$ cat config.mk
export PLATFORM = sky130hd
export DESIGN_NAME = ex_mem_stage_reg
export DESIGN_NICKNAME = d
export VERILOG_FILES = /design/src/rtl/ex_mem_stage_reg.sv
export SDC_FILE = /design/constraint.sdc
export NUM_CORES = 1
export LEC_CHECK = 0
export BUFFER_PORTS_ARGS = -buffer_cell sky130_fd_sc_hd__clkbuf_2
export CAP_MARGIN = 20
export CORE_AREA = 2 2 134 136
export CTS_CLUSTER_DIAMETER = 40
export DETAILED_ROUTE_END_ITERATION = 12
export DIE_AREA = 0 0 136 138
export PLACE_DENSITY = 0.76
export SYNTH_ARGS = -nofsm -noshare
export SYNTH_HDL_FRONTEND = slang
export SYNTH_SLANG_ARGS = --single-unit
$ cat constraint.sdc
create_clock -name clk -period 1.4 [get_ports clk]
set_input_delay 0.28 -clock clk [delete_from_list [all_inputs] [get_ports clk]]
set_output_delay 0.28 -clock clk [all_outputs]
set_load 0.03 [all_outputs]
$ cat src/rtl/ex_mem_stage_reg.sv
// rtl/ex_mem_stage_reg.sv - EX->MEM pipeline register with stall hold, bubble, flush, valid bit and multi-cycle feedback (optional EXMEM_BUBBLE_CNT_EN bubble counter)
module ex_mem_stage_reg #(
    parameter int DW   = 32,
    parameter int AW   = 5,
    parameter int CNTW = 2
) (
    input  logic              clk,
    input  logic              rst,
    input  logic              stall_ex,
    input  logic              stall_mem,
    input  logic              flush,
    input  logic [AW-1:0]     ex_wd,
    input  logic              ex_wreg,
    input  logic [DW-1:0]     ex_wdata,
    input  logic              ex_whilo,
    input  logic [DW-1:0]     ex_hi,
    input  logic [DW-1:0]     ex_lo,
    input  logic [2*DW-1:0]   hilo_temp_i,
    input  logic [CNTW-1:0]   cnt_i,
    output logic [AW-1:0]     mem_wd,
    output logic              mem_wreg,
    output logic [DW-1:0]     mem_wdata,
    output logic              mem_whilo,
    output logic [DW-1:0]     mem_hi,
    output logic [DW-1:0]     mem_lo,
    output logic              mem_valid,
    output logic [2*DW-1:0]   hilo_temp_o,
    output logic [CNTW-1:0]   cnt_o
`ifdef EXMEM_BUBBLE_CNT_EN
    ,
    output logic [15:0]       bubble_cnt
`endif
);

    // MEM slot: clear on reset/flush, keep while MEM stalls, bubble while only EX stalls, else capture EX
    always_ff @(posedge clk) begin
        if (rst || flush) begin
            mem_wd    <= '0;
            mem_wreg  <= 1'b0;
            mem_wdata <= '0;
            mem_whilo <= 1'b0;
            mem_hi    <= '0;
            mem_lo    <= '0;
            mem_valid <= 1'b0;
        end else if (stall_mem) begin
            // also covers the unused stall_ex=0/stall_mem=1 combination
            mem_wd    <= mem_wd;
            mem_wreg  <= mem_wreg;
            mem_wdata <= mem_wdata;
            mem_whilo <= mem_whilo;
            mem_hi    <= mem_hi;
            mem_lo    <= mem_lo;
            mem_valid <= mem_valid;
        end else if (stall_ex) begin
            mem_wd    <= '0;
            mem_wreg  <= 1'b0;
            mem_wdata <= '0;
            mem_whilo <= 1'b0;
            mem_hi    <= '0;
            mem_lo    <= '0;
            mem_valid <= 1'b0;
        end else begin
            mem_wd    <= ex_wd;
            mem_wreg  <= ex_wreg;
            mem_wdata <= ex_wdata;
            mem_whilo <= ex_whilo;
            mem_hi    <= ex_hi;
            mem_lo    <= ex_lo;
            mem_valid <= 1'b1;
        end
    end

    // Accumulate feedback: echo EX state while stalled, drop it once the op passes or is killed
    always_ff @(posedge clk) begin
        if (rst || flush) begin
            hilo_temp_o <= '0;
            cnt_o       <= '0;
        end else if (stall_ex || stall_mem) begin
            hilo_temp_o <= hilo_temp_i;
            cnt_o       <= cnt_i;
        end else begin
            hilo_temp_o <= '0;
            cnt_o       <= '0;
        end
    end

`ifdef EXMEM_BUBBLE_CNT_EN
    // Saturating count of bubble cycles; survives flush, cleared only by reset
    always_ff @(posedge clk) begin
        if (rst) begin
            bubble_cnt <= '0;
        end else if (!flush && stall_ex && !stall_mem && bubble_cnt != 16'hFFFF) begin
            bubble_cnt <= bubble_cnt + 16'd1;
        end
    end
`endif

`ifndef SYNTHESIS
    // ctrl never stalls MEM without EX; flag it if it ever does
    always @(posedge clk) begin
        if (!rst && !flush && !stall_ex && stall_mem)
            $error("ex_mem_stage_reg: stall_mem without stall_ex");
    end
`endif

endmodule

# Word-level counts from Yosys, hierarchy flattened
# Cells that the tools add are included.
dict set report totals {
  word_cells 20
  input_bits 174
  output_inout_bits 170
  regBits 170
}
dict set report op_classes {
  bitwise_logic 1
  reduce_logical 3
  n_mux 7
}
# cell count
set op_table {}
lappend op_table {{32-bit 2-to-1 mux} 3}
lappend op_table {{5-bit 2-to-1 mux} 1}
lappend op_table {{1-bit 2-to-1 mux} 3}
lappend op_table {{1-bit logical OR} 2}
lappend op_table {{2-bit OR reduction} 1}
lappend op_table {{1-bit inverter} 1}

# Depth between registers and ports, before layout
# Gate-level depths: netlist (run 1).
dict set report logic_depth {
  ltp_word 3
  ltp_mapped 6
  mapped_depth_nobuf 2
}

# Least setup slack after synthesis (run 1)
# OpenSTA, ideal clock, no wires.
dict set report synth_path {
  kind {input to register}
  start {input port stall_mem}
  end {register hilo_temp_o[24]}
  stages 5
  n_path_buf 3
  t_required_ps 1285
  setup_ps 115
  setup_slack_ps 175
  t_arrival_ps 1109
  cell_sequence {buf_6 > or2_1 > buf_2 > clkbuf_2 > and3_1}
}
dict set report synth_between {
  elab_chain_cells 3
}
# item line
set synth_rtl {}
lappend synth_rtl {{from (decl)} 10} ;# input logic stall_mem,
lappend synth_rtl {{1-bit logical OR} 78} ;# end else if (stall_ex || stall_mem) begin
lappend synth_rtl {{1-bit inverter (no source line)} n/a}
lappend synth_rtl {{2-bit OR reduction (no source line)} n/a}
lappend synth_rtl {{to (signal assigned)} 79} ;# hilo_temp_o <= hilo_temp_i;
lappend synth_rtl {{to (decl)} 27} ;# output logic [2*DW-1:0] hilo_temp_o,
# Every way passes these cells.
# A chain may end at the register's enable or synchronous reset.

# Worst setup path after layout (run 1)
dict set report layout_path {
  start {register mem_wdata[26]}
  end {output port mem_wdata[26]}
}
# item line
set layout_rtl {}
lappend layout_rtl {{from (decl)} 22} ;# output logic [DW-1:0] mem_wdata,
lappend layout_rtl {{from (signal assigned)} 49} ;# mem_wdata <= mem_wdata;
lappend layout_rtl {{from (signal assigned)} 65} ;# mem_wdata <= ex_wdata;
# No word-level cell between the ends.

==> results of run 1 <==
-- kinds of logic (layout without fill, tap and decap cells) --
family,Yosys count,in the layout,synth area share [%]
and+or+nand+nor,276,276,29.0
DFF,170,170,57.4
AOI/OAI and AO/OA,104,104,8.78
buffers and inverters,60,400,4.77
other,0,1,0
-- Yosys cell counts --
| cell | number | area share (%) |
|---|---|---|
| a21oi_1 | 104 | 8.8 |
| and3_1 | 66 | 7.0 |
| buf_2 | 19 | 1.6 |
| buf_6 | 4 | 0.76 |
| clkbuf_1 | 34 | 2.2 |
| clkbuf_2 | 3 | 0.25 |
| dfxtp_1 | 170 | 57 |
| nand2_1 | 104 | 6.6 |
| nor2_1 | 1 | 0.063 |
| or2_1 | 1 | 0.11 |
| or2_2 | 1 | 0.11 |
| or3b_1 | 96 | 14 |
| or3b_2 | 7 | 1.0 |
-- through the flow --
step | hold WS [ns] | area (um2) | worst slack [ns] | util [%]
after global routing | 0.0535 | 8520 | 0.0413 | 48.6
final | 0.0679 | 8520 | 0.0950 | 48.6
after CTS | 0.0502 | 8520 | 0.0422 | 48.6
after floorplan | 0.426 | 5930 | 0.175 | -
after global placement | 0.439 | 7950 | 0.0282 | 45.3
after detailed placement | 0.449 | 7950 | 0.00655 | 45.3
-- layer usage --
metal / share of wire (%) / wire length [um]
met3: 11 / 1970
met4: 1.7 / 297
met1: 39 / 6640
met2: 48 / 8260
met5: 0 / 0
-- final timing paths --
kind                                   endpoint  cells after the start
worst max-delay path              mem_wdata[26]                      1
worst min-delay path            hilo_temp_o[20]                      2
worst max register to register        mem_hi[9]                      2
worst min register to register    mem_wdata[24]                      2
-- cell type report --
| type | count | area, um2 | area share, % |
|---|---|---|---|
| Timing Repair Buffer | 368 | 2010 | 23.6 |
| Multi-Input combinational cell | 380 | 2250 | 26.4 |
| Sequential cell | 170 | 3400 | 39.9 |
| Tap cell | 229 | 287 | 3.36 |
| Clock buffer | 17 | 425 | 4.99 |
| Antenna cell | 1 | 2.50 | 0.0294 |
| Clock inverter | 15 | 144 | 1.69 |
-- state kept, by name, summed over array words and instances, names as in the netlist --
signal	cells
cnt_o	2
hilo_temp_o	64
mem_hi	32
mem_lo	32
mem_valid	1
mem_wd	5
mem_wdata	32
mem_whilo	1
mem_wreg	1
-- worst reg2reg max path, stage by stage, from the launching register on --
cell	delay (ns)
dfxtp_1	0.34
nand2_1	0.08
a21oi_1	0.15
-- power groups by stage --
stage	combinational, mW	clock (mW)	sequential (mW)
after global placement	1.14	0	5.12
after detailed placement	1.14	0	5.12
after global routing	1.23	4.91	5.02
after floorplan	0.382	0	5.38
final	1.13	4.56	5.01
after CTS	1.15	4.69	5.01
==> run metrics, run 1 <==
outcome=finished, final reports clean; Die Ht=138 um; hold_buf cts=0; row count=49; core area=0.0175 mm2; largest net degree at the start of global routing=86; warning count from the yosys run=0; max frequency=766 MHz; slowest CP cell=dfxtp_1; Syn Std Cell Area=0.00593 mm2; routed wire length=17200 um; GPL Wtd Cong=0.806; CP top delay family=flip-flops; fill count=1668; FF-to-FF setup slack=0.77 ns; cell total after placement=1147; Fin. Hold Viols=0; # port buffers=343; post-DP HPWL=12600 um; power share of the clock group=42.6%; clock sink count=170; Int Power=7.81 mW; Critical Path Source=mem_wdata[26]; Root Buffer=clkbuf_16; Worst Path Max Fanout=2; RSZ-0062 raised after global routing=no; worst slew pin tran=0.390 ns; fin nets=1111; CTS tree=done; proportion of power drawn by flip-flops and latches=46.8%; Avg WL per Cell=14.6 um; Net Sw Frac=27.0%; WS Path Type=reg -> out; initial antenna violation count=1; max-cap viol count=0; first-pass GRT wire length=26100 um; Arrival @ worst endpoint=1.02 ns; worst path required time=1.12 ns; I/O Pins=344; Clk Latency, worst-skew pair=0.42 ns; CP bufs+invs=1; post-CTS setup buffers=0; final non-filler cell total=1180; Pre-antenna DRT Iters=4; vias in the first global route=5168; Layout Area Growth over Synthesis=43.7%; syn_nets=784; launching element type of the critical path=register; final total power=10.7 mW; most frequent cells in the layout=clkbuf_2, dfxtp_1, nand2_1, a21oi_1, or3b_1; Fin Setup TNS=0 ns; min cycle time layout=1.30 ns; Critical Path Max Stage Delay=0.37 ns; fin crit share=93.2%; final-report setup violation count=0; width of the die=136 um; Global Route met2 Usage=30.8%; Syn Area/Cell=9.72 um2; cells along the critical path=clkbuf_2; Die Area=0.0188 mm2; Clock Skews=0 ns; cell count after synthesis=610; Max Slew Vio Count=0; sequential area share after synthesis=57.4%; cts bufs inserted=17; #FFs+latches synth=170; Bufs on Longest Clock Path=2; Slew HR=74.0%; vias=5379; layout cell share with drive strength beyond 1=43.2%; net switching power figure=2.89 mW; vias per cell=4.56; DRT iter0 DRCs=178; CTS resizes=0; H-tree depth=4; DRC Markers=0; commonest non-fill, non-tap cell in the layout=clkbuf_2; gr usage total=17.8%; Worst-path clk slew=0.07 ns; Leak=4.11 nW; worst r2r src=mem_hi[9]; nature of the critical path endpoint=output port; Cell variety after synth=13; GR Overflow Total=0; GRT busiest layer=met2; Combinational Power Share=10.6%; worst vdd ir=0.759 mV; Cell Pwr Density=1260 mW/mm2; hold_sp=hilo_temp_i[20]; worst min-delay path category=in -> reg; Starting Density=33.8%; grt met1 use=18.9%; Antenna Nets Post-Route=0; met3 Use GR=7.92%
Power figures use the tool's default switching activity.
==> run 2: changes to the inputs <==
--- a/config.mk
+++ b/config.mk
@@ -7,11 +7,13 @@
 export LEC_CHECK = 0
 export BUFFER_PORTS_ARGS = -buffer_cell sky130_fd_sc_hd__clkbuf_2
 export CAP_MARGIN = 20
-export CORE_AREA = 2 2 134 136
+export CELL_PAD_IN_SITES_DETAIL_PLACEMENT = 1
+export CELL_PAD_IN_SITES_GLOBAL_PLACEMENT = 1
+export CORE_MARGIN = 2
+export CORE_UTILIZATION = 31
 export CTS_CLUSTER_DIAMETER = 40
 export DETAILED_ROUTE_END_ITERATION = 12
-export DIE_AREA = 0 0 136 138
-export PLACE_DENSITY = 0.76
+export PLACE_DENSITY = 0.91
 export SYNTH_ARGS = -nofsm -noshare
 export SYNTH_HDL_FRONTEND = slang
 export SYNTH_SLANG_ARGS = --single-unit
==> run 2 against run 1 <==
- clock-buffer cell count is the same
- highest routed layer unchanged
- cell area is 0.34% lower
- maximum frequency down 2.7%
- sequential cell count is the same
- critical path depth unchanged
- first-iteration DRC count is 6.2% lower
- non-clock buffer count down 8
- largest power group unchanged
- core utilization shrank 3.2 points
- hold slack better by 0.0042 ns
- clock power is 4% higher
- via count up 2.7%
==> run metrics, run 2 (same netlist as run 1, synthesis figures left out) <==
outcome=finished, final reports clean; Critical Path Source=mem_wdata[29]; commonest non-fill, non-tap cell in the layout=clkbuf_2; vias=5523 (+2.7%); DRT iter0 DRCs=167 (-6.2%); layout cell share with drive strength beyond 1=42.7% (-0.48 points); Fin Setup TNS=0 ns (unchanged); Clk Latency, worst-skew pair=0.42 ns (about the same); GR Overflow Total=0 (unchanged); gr usage total=19.0% (+1.2 points); Worst Setup EP=mem_wdata[29]; fin nets=1103 (-0.72%); final non-filler cell total=1176 (-0.34%); hold_buf cts=0 (unchanged); Die Area=0.0202 mm2 (+7.9%); final-report setup violation count=0 (unchanged); worst vdd ir=0.743 mV (-2.1%); first-pass GRT wire length=29900 um (+15%); cell total after placement=1144 (-0.26%); Slew HR=66.8% (-7.2 points); FF-to-FF setup slack=0.72 ns (-0.05 ns); I/O Pins=344 (unchanged); Starting Density=31.7% (-2.1 points); Largest Register=hilo_temp_o; clock sink count=170 (unchanged); CP top delay family=flip-flops; Crit path depth=1 (unchanged); vias per cell=4.70 (+3.0%); Root Buffer=clkbuf_16; Clock Skews=0 ns (unchanged); Max Slew Vio Count=0 (unchanged); Critical Path Max Stage Delay=0.41 ns (+0.04 ns); R2R Path End=mem_lo[29]; Antenna Nets Post-Route=0 (unchanged); nature of the critical path endpoint=output port; Worst-path clk slew=0.08 ns (about the same); largest net degree at the start of global routing=105 (+22%); CTS tree=done; Arrival @ worst endpoint=1.06 ns (+0.04 ns); Bufs on Longest Clock Path=2 (unchanged); Pre-antenna DRT Iters=4 (unchanged); post-DP HPWL=14700 um (+17%); RSZ-0062 raised after global routing=no; worst r2r src=mem_lo[29]; GPL Wtd Cong=0.745 (-7.5%); H-tree depth=4 (unchanged); vias in the first global route=5766 (+12%); Layout Area Growth over Synthesis=43.2%; worst path required time=1.12 ns (about the same); net switching power figure=3.04 mW (+5.0%); launching element type of the critical path=register; power share of the clock group=43.6% (+1.0 points); Leak=4.08 nW (-0.69%); Worst Path Max Fanout=2 (unchanged); worst min-delay path category=in -> reg; DRC Markers=0 (unchanged); slowest CP cell=dfxtp_1; Avg WL per Cell=16.5 um (+14%); reg2reg path depth=2 (unchanged); CTS resizes=0 (unchanged); Die Ht=142 um (+3.1%); Fin. Hold Viols=0 (unchanged); fin crit share=95.8% (+2.6 points); Net Sw Frac=27.9% (+0.86 points); core area=0.0187 mm2 (+6.7%); # port buffers=343 (unchanged); max frequency=745 MHz (-2.7%); initial antenna violation count=0 (-1); most frequent cells in the layout=clkbuf_2, dfxtp_1, nand2_1, a21oi_1, or3b_1; proportion of power drawn by flip-flops and latches=46.0% (-0.8 points); Cell Pwr Density=1280 mW/mm2 (+2.1%); min cycle time layout=1.34 ns (+0.0365 ns); cts bufs inserted=17 (unchanged); Int Power=7.86 mW (+0.59%); CP bufs+invs=1 (unchanged); row count=50 (+2.0%); WS Path Type=reg -> out; max FFs per register=64 (unchanged); cells along the critical path=clkbuf_2; post-CTS setup buffers=0 (unchanged); routed wire length=19500 um (+13%); max-cap viol count=0 (unchanged); Combinational Power Share=10.3% (-0.3 points); width of the die=142 um (+4.6%); diode count=0 (-1); worst slew pin tran=0.498 ns (+0.108 ns)
==> run 2: changes by cell type in the layout (fill, tap and decap cells not counted), moves of 2 or more <==
cell      before  now
inv_8          4    2
inv_6          7    4
buf_4         18   12
buf_12         8    6
clkinv_8       1    8
==> run 2: cell type report <==
type                            instances  area, um2
Fill cell                            2237      10200
Sequential cell                       170       3400
Multi-Input combinational cell        380       2250
Timing Repair Buffer                  360       1920
Clock buffer                           17        425
Tap cell                              234        293
Clock inverter                         15        196
==> run 2: routing by layer <==
| layer | vias up | GRT usage (%) | share of wire, % |
|---|---|---|---|
| li1 | 2732 | - | - |
| met1 | 2523 | 20.3 | 37 |
| met2 | 244 | 33.5 | 49 |
| met3 | 24 | 8.51 | 11 |
| met4 | 0 | 6.26 | 2.3 |
| met5 | - | 0 | 0 |
==> run 2: power groups by stage <==
| stage | clock, mW | combinational, mW | sequential (mW) |
|---|---|---|---|
| 6_report | 4.75 | 1.13 | 5.01 |
| 5_1_grt | 5.10 | 1.23 | 5.03 |
| 3_5_place_dp | 0 | 1.14 | 5.13 |
| 4_1_cts | 4.90 | 1.14 | 5.01 |
| 2_1_floorplan | 0 | 0.382 | 5.38 |
| 3_3_place_gp | 0 | 1.11 | 5.12 |
==> run 2: stage by stage <==
step	worst slack (ns)	instance area, um2	hold WS (ns)	total power [mW]	utilization, %
after floorplan	0.175	5930	0.426	5.76	-
after global placement	0.0565	7870	0.446	6.23	42.1
after detailed placement	0.0135	7870	0.445	6.27	42.1
after CTS	0.0456	8490	0.0467	11.1	45.4
after global routing	0.0149	8490	0.0494	11.4	45.4
final	0.0585	8490	0.0721	10.9	45.4
==> run 2: worst min-delay path by stage <==
stage               startpoint         endpoint  slack, ns  cells after the start
2_1_floorplan         cnt_i[0]         cnt_o[0]       0.43                      1
6_report       hilo_temp_i[42]  hilo_temp_o[42]       0.07                      2
3_3_place_gp      mem_wdata[6]     mem_wdata[6]       0.45                      2
5_1_grt               cnt_i[0]         cnt_o[0]       0.05                      2
4_1_cts        hilo_temp_i[40]  hilo_temp_o[40]       0.05                      2
3_5_place_dp     mem_wdata[24]    mem_wdata[24]       0.44                      2
